[config.mk]
export PLATFORM = sky130hd
export DESIGN_NAME = dff_pipeline
export DESIGN_NICKNAME = d
export VERILOG_FILES = /design/src/rtl/dff_pipeline.sv
export SDC_FILE = /design/constraint.sdc
export NUM_CORES = 1
export LEC_CHECK = 0
export CORE_ASPECT_RATIO = 1.2
export CORE_UTILIZATION = 52
export CTS_BUF_LIST = sky130_fd_sc_hd__clkbuf_8
export DETAILED_ROUTE_END_ITERATION = 8
export PLACE_DENSITY = 0.91
export RECOVER_POWER = 50
export SYNTH_ARGS = -nofsm -noshare
export SYNTH_HDL_FRONTEND = slang
export SYNTH_SLANG_ARGS = --single-unit
[constraint.sdc]
create_clock -name Clock -period 2.8 [get_ports Clock]
set_input_delay 0.56 -clock Clock [delete_from_list [all_inputs] [get_ports Clock]]
set_output_delay 0.56 -clock Clock [all_outputs]
set_load 0.01 [all_outputs]
[src/rtl/dff_pipeline.sv]
// Elastic WIDTH x DEPTH register pipeline with per-stage valid bits, valid/ready
// handshakes, bubble collapsing, synchronous flush and an occupancy count.
module dff_pipeline #(
  parameter int                WIDTH     = 8,
  parameter int                DEPTH     = 4,
  parameter logic [WIDTH-1:0]  RESET_VAL = {WIDTH{1'b0}}
) (
  input  logic                       Clock,
  input  logic                       Reset,
  input  logic [WIDTH-1:0]           Data,
  input  logic                       InValid,
  output logic                       InReady,
  input  logic                       Flush,
  output logic [WIDTH-1:0]           Q,
  output logic [WIDTH-1:0]           Qb,
  output logic                       OutValid,
  input  logic                       OutReady,
  output logic [$clog2(DEPTH+1)-1:0] Count
);

  localparam int CW = $clog2(DEPTH+1);

  logic [DEPTH-1:0][WIDTH-1:0] data_r;
  logic [DEPTH-1:0]            valid_r;
  logic [CW-1:0]               count_r;
  logic [DEPTH-1:0]            move_s;
  logic                        in_ready_s;
  logic                        accept_s;

  // A word moves when the stage ahead is empty or itself emptying; this is
  // what closes bubbles while the output is stalled.
  assign move_s[DEPTH-1] = valid_r[DEPTH-1] & OutReady;

  for (genvar i = 0; i < DEPTH-1; i++) begin : g_move
    assign move_s[i] = valid_r[i] & (~valid_r[i+1] | move_s[i+1]);
  end

  assign in_ready_s = ~Flush & (~valid_r[0] | move_s[0]);
  assign accept_s   = InValid & in_ready_s;

  // Stage registers, valid bits and occupancy count.
  always_ff @(posedge Clock) begin
    if (Reset) begin
      data_r  <= {DEPTH{RESET_VAL}};
      valid_r <= {DEPTH{1'b0}};
      count_r <= {CW{1'b0}};
    end else if (Flush) begin
      data_r  <= {DEPTH{RESET_VAL}};
      valid_r <= {DEPTH{1'b0}};
      count_r <= {CW{1'b0}};
    end else begin
      if (accept_s) begin
        data_r[0]  <= Data;
        valid_r[0] <= 1'b1;
      end else if (move_s[0]) begin
        valid_r[0] <= 1'b0;
      end
      for (int i = 1; i < DEPTH; i++) begin
        // Empty stages keep their old data; only the valid bit drops.
        if (move_s[i-1]) begin
          data_r[i]  <= data_r[i-1];
          valid_r[i] <= 1'b1;
        end else if (move_s[i]) begin
          valid_r[i] <= 1'b0;
        end
      end
      count_r <= count_r + CW'(accept_s) - CW'(move_s[DEPTH-1]);
    end
  end

  assign InReady  = in_ready_s;
  assign Q        = data_r[DEPTH-1];
  assign Qb       = ~data_r[DEPTH-1];
  assign OutValid = valid_r[DEPTH-1];
  assign Count    = count_r;

endmodule

Word-level counts from Yosys, hierarchy flattened
Cells that the tools add are included.
{ "classes": {"n_reduce_logical": 5, "bitwise": 16, "mux": 8, "n_addsub": 2} }
{ "op_table": {"columns": ["cell", "count"], "rows": [
  ["$mux W1", 8],
  ["$not A8 Y8", 1],
  ["$reduce_bool A2 Y1", 4],
  ["$and A1 B1 Y1", 6],
  ["$not A1 Y1", 5],
  ["$or A1 B1 Y1", 4],
  ["$add A3 B1 Y3", 1],
  ["$sub A3 B1 Y3", 1],
  ["$reduce_or A2 Y1", 1]
]} }
{ "word_totals": {"out_inout_bits": 21, "input_bits": 13, "word_cells": 40, "register_bits": 39} }

Depth between registers and ports, before layout
{ "logic_depth": {"word_depth": 12, "mapped_depth": 12, "depth_no_buf": 11} }

Worst setup path after synthesis
No wires, ideal clock.
{ "synth_timing": {"path_type": "input to register", "from": "input OutReady", "to": "register count_r[2] (netlist: Count[2])", "setup_slack_ns": 0.383, "t_arrival_ns": 2.290, "setup_ns": 0.128, "required_ns": 2.672, "path_stages": 12, "n_path_buf": 1, "cell_sequence": "and4b_1 > a21oi_1 > buf_4 > inv_1 > ha_1 > inv_1 > ha_1 > inv_1 > fa_1 > xor2_1 > xnor2_1 > nor2_1"} }
{ "synth_between": {"elab_chain_len": 12} }
{ "synth_rtl": {"columns": ["item", "line_no", "text"], "rows": [
  ["start: declaration", "17", "input logic OutReady,"],
  ["$and A1 B1 Y1 (*)", "32", "assign move_s[DEPTH-1] = valid_r[DEPTH-1] & OutReady;"],
  ["$or A1 B1 Y1", "35", "assign move_s[i] = valid_r[i] & (~valid_r[i+1] | move_s[i+1]);"],
  ["$and A1 B1 Y1", "35", null],
  ["$or A1 B1 Y1", "35", null],
  ["$and A1 B1 Y1", "35", null],
  ["$or A1 B1 Y1", "35", null],
  ["$and A1 B1 Y1", "35", null],
  ["$or A1 B1 Y1", "38", "assign in_ready_s = ~Flush & (~valid_r[0] | move_s[0]);"],
  ["$and A1 B1 Y1", "38", null],
  ["$and A1 B1 Y1", "39", "assign accept_s = InValid & in_ready_s;"],
  ["$add A3 B1 Y3", "67", "count_r <= count_r + CW'(accept_s) - CW'(move_s[DEPTH-1]);"],
  ["$sub A3 B1 Y3 (*)", "67", null],
  ["end signal: assignment", "46", "count_r <= {CW{1'b0}};"],
  ["end signal: assignment", "50", "count_r <= {CW{1'b0}};"],
  ["end signal: assignment", "67", null],
  ["end: declaration", "25", "logic [CW-1:0] count_r;"]
]} }
Every way passes the cells marked *; elsewhere a longest branch is shown, timed or not.
A chain may end at the register's enable or synchronous reset.

Worst setup path after layout
{ "layout_timing": {"from": "input Flush", "to": "register count_r[2] (netlist: Count[2])"} }
{ "layout_between": {"elab_chain_len": 5, "word_cells_on_any_way": 6, "classes_between": "add/sub (2); bitwise (3); reduce/logical (1)"} }
{ "layout_rtl": {"columns": ["item", "line_no", "text"], "rows": [
  ["start: declaration", "13", "input logic Flush,"],
  ["$not A1 Y1", "38", null],
  ["$and A1 B1 Y1", "38", null],
  ["$and A1 B1 Y1", "39", null],
  ["$add A3 B1 Y3", "67", null],
  ["$sub A3 B1 Y3", "67", null]
]} }
Several ways; a longest one is shown, not always the timed one.

==> impl_metrics.env <==
export IMPL_outcome="complete, no violations"
export IMPL_ant_nets=0
export IMPL_grt_pass1_wl_mm=5.34
export IMPL_wl_per_cell_microns=11.9
export IMPL_routed_wl_mm=3.02
export IMPL_synthCells=193
export IMPL_io_buffers=33
export IMPL_cts_tree="yes"
export IMPL_start_util=0.563
export IMPL_tightest_slew_ps=884
export IMPL_rsz0062_at_grt="no"
export IMPL_clk_pin_slew_worst_paths_ps=80
export IMPL_skew_ps=7.04
export IMPL_chipHeight_microns=63.3
export IMPL_cts_inserted_buffers=5
export IMPL_dp_slack_ps=-111
export IMPL_drv_cap=0
export IMPL_synth_top_family_by_area="compound AO/OA/AOI/OAI gates"
export IMPL_hold_class="register to register"
export IMPL_synth_fa_ha_area_frac=0.0277
export IMPL_synth_cell_type_count=24
export IMPL_timing_hold_ws_ps=468
export IMPL_hpwl_mm=2.01
export IMPL_crit_end="Count[2]"
export IMPL_postCtsSetupBuffers=0
export IMPL_yosys_area_share_xor_xnor=0.0108
export IMPL_overflow=0
export IMPL_final_nets=234
export IMPL_worst_endpoint_required_ps=2960
export IMPL_cts_htree_levels=2
export IMPL_path_cells="dlygate4sd3_1 -> nand2b_1 -> a21oi_2 -> inv_1 -> ha_4 -> inv_1 -> ha_1 -> inv_1 -> fa_1 -> xor2_1 -> xnor2_1 -> nor2_1"
export IMPL_first_global_vias=1246
export IMPL_worst_slack_ps=69.7
export IMPL_vdd_ir_drop_max_mv=0.429
export IMPL_rr_worst_depth=11
export IMPL_grt_max_degree=31
export IMPL_r2r_end="Count[2]"
export IMPL_drt_iter0_markers=29
export IMPL_setup_viol=0
export IMPL_drive_gt1_frac=0.0594
export IMPL_relSlewSlack=0.409
export IMPL_die_w_microns=53.1
export IMPL_p_per_area_nw_per_um2=563
export IMPL_synth_seq_cells=39
export IMPL_post_route_min_period_ps=2730
export IMPL_hold_path_depth=2
export IMPL_syn_num_nets=209
export IMPL_synth_area_mux_share=0.0492
export IMPL_syn_avg_cell_area_sq_um=8.43
export IMPL_area_delta_synth_final_pct=26.8
export IMPL_path_buf_inv=4
export IMPL_antenna_found_initial=0
export IMPL_cp_startpoint="Flush"
export IMPL_finalHoldViolCount=0
export IMPL_r2r_start="valid_r[2]"
export IMPL_drt_pass1_iterations=4
export IMPL_ys_seq_area_frac=0.480
export IMPL_place_congestion=0.783
export IMPL_syn_area_sq_um=1630
export IMPL_crit_top_cell="inv_1"
export IMPL_crit_family="buffers and inverters"
export IMPL_row_count=21
export IMPL_min_period_over_period=0.975
export IMPL_worstSetupPathType="input port to register"
export IMPL_clk_latency_ps=290
export IMPL_worst_path_max_delay_cell="dlygate4sd3_1"
export IMPL_rrSetupSlack_ps=290
export IMPL_dr_total_vias=1329
export IMPL_leakage_nw=0.697
export IMPL_report_final_slew_viol_count=0
export IMPL_p_total_mw=1.16
export IMPL_via_per_inst=5.25
export IMPL_worstPathArrival_ps=2890
export IMPL_path_max_fanout=2
export IMPL_yosys_warnings=0
export IMPL_cts_root_buf="clkbuf_8"
export IMPL_clockBufferDepth=2
export IMPL_route_detailed_drc=0
export IMPL_synthSimpleGateAreaFrac=0.166
export IMPL_synth_compound_area_share=0.166
export IMPL_clock_sinks=39
export IMPL_start_kind="input port"
export IMPL_slowest_delay_ps=540
export IMPL_path_depth=12
export IMPL_grt_total_usage=0.220
export IMPL_pin_count=34
export IMPL_end_kind="register"
export IMPL_clock_fmax_mhz=366
export IMPL_antenna_cells=0
export IMPL_dieArea_sq_um=3360
export IMPL_coreArea_sq_um=2890
export IMPL_final_util=0.713
[logic make-up after synthesis]
| kind of cell | count (synthesis) |
|---|---|
| mux | 8 |
| compound gates | 54 |
| fa+ha+maj | 3 |
| xor+xnor | 2 |
| buf+inv | 33 |
| simple gates | 54 |
| flops | 39 |
[through the flow]
step | instances | cell area (sq um) | setup TNS, ps
2_1_floorplan | 193 | 1630 | 0
3_3_place_gp | 245 | 1920 | -11.9
3_5_place_dp | 245 | 1920 | -111
4_1_cts | 253 | 2050 | 0
5_1_grt | 253 | 2060 | 0
6_report | 253 | 2060 | 0
[placed cells by master, fill, tap and decap left out, types with 2 or more instances in the layout]
cell             count
a21oi_1             29
and2_1               2
buf_4                3
bufinv_16            2
clkbuf_8             5
clkdlybuf4s50_1     32
dfxtp_1             39
inv_1               15
mux2i_1              8
nand2_1             16
nand2b_1             2
nand3_1             24
nor2_1               4
o21ai_0             24
[metal layers]
metal / track usage / vias to the layer above / wire [microns]
met2: 0.367 / 41 / 1580
met5: 0 / - / 0
met1: 0.234 / 586 / 1250
li1: - / 695 / -
met3: 0.0821 / 7 / 132
met4: 0.112 / 0 / 61
[repair_timing]
action                                 in CTS  in global routing
setup endpoints to repair                   0                  1
gates resized for setup                     0                  2
hold buffers                                0                  0
endpoints found under the hold margin       0                  0
[sequential cells by signal, indices dropped and copies added, names as in the netlist]
| signal | flops |
|---|---|
| Count | 3 |
| valid_r | 4 |
| Q | 8 |
| data_r | 24 |
[worst register-to-register path, cell delays in order (launching register included)]
cell and delay, ps:
dfxtp_1 560, and4b_1 310, a21oi_2 80, inv_1 120
ha_4 210, inv_1 60, ha_1 140, inv_1 60
fa_1 370, xor2_1 170, xnor2_1 230, nor2_1 80
[report_power, final]
group          internal, mW  switching (mW)  total (mW)  leakage, nW
clock network         0.352           0.191       0.543       0.0695
logic                0.0282          0.0250      0.0532        0.313
registers             0.559         0.00497       0.564        0.315
[worst min-delay path by stage]
| stage | from | to |
|---|---|---|
| floorplan | data_r[0] | data_r[0] |
| global placement | data_r[4] | data_r[4] |
| detailed placement | data_r[7] | data_r[7] |
| CTS | data_r[7] | data_r[7] |
| global route | data_r[20] | data_r[20] |
| finish | data_r[7] | data_r[7] |
[cells in the mapped netlist (all sizes together)]
cell    instances  area share
a21oi          30       0.092
and2            2      0.0077
and3b           1      0.0054
and4b           1      0.0062
buf            13       0.054
clkbuf          6       0.014
dfxtp          39        0.48
fa              1       0.012
ha              2       0.015
inv            14       0.032
mux2i           8       0.049
nand2          16       0.037
nand2b          2      0.0077
nand3          24       0.074
nand3b          1      0.0046
nand4b          1      0.0054
nor2            4       0.011
nor2b           1      0.0038
o21ai          24       0.074
or2             1      0.0038
xnor2           1      0.0054
xor2            1      0.0054
[cell type report]
class / count / area (sq um)
clock inverters: 3 / 63.8
clock buffers: 5 / 68.8
multi-input cells: 121 / 697
flip-flops and latches: 39 / 781
well taps: 34 / 42.5
repair buffers: 37 / 357
inverters: 14 / 52.6
fillers: 243 / 828
(Power assumes the default switching activity.)
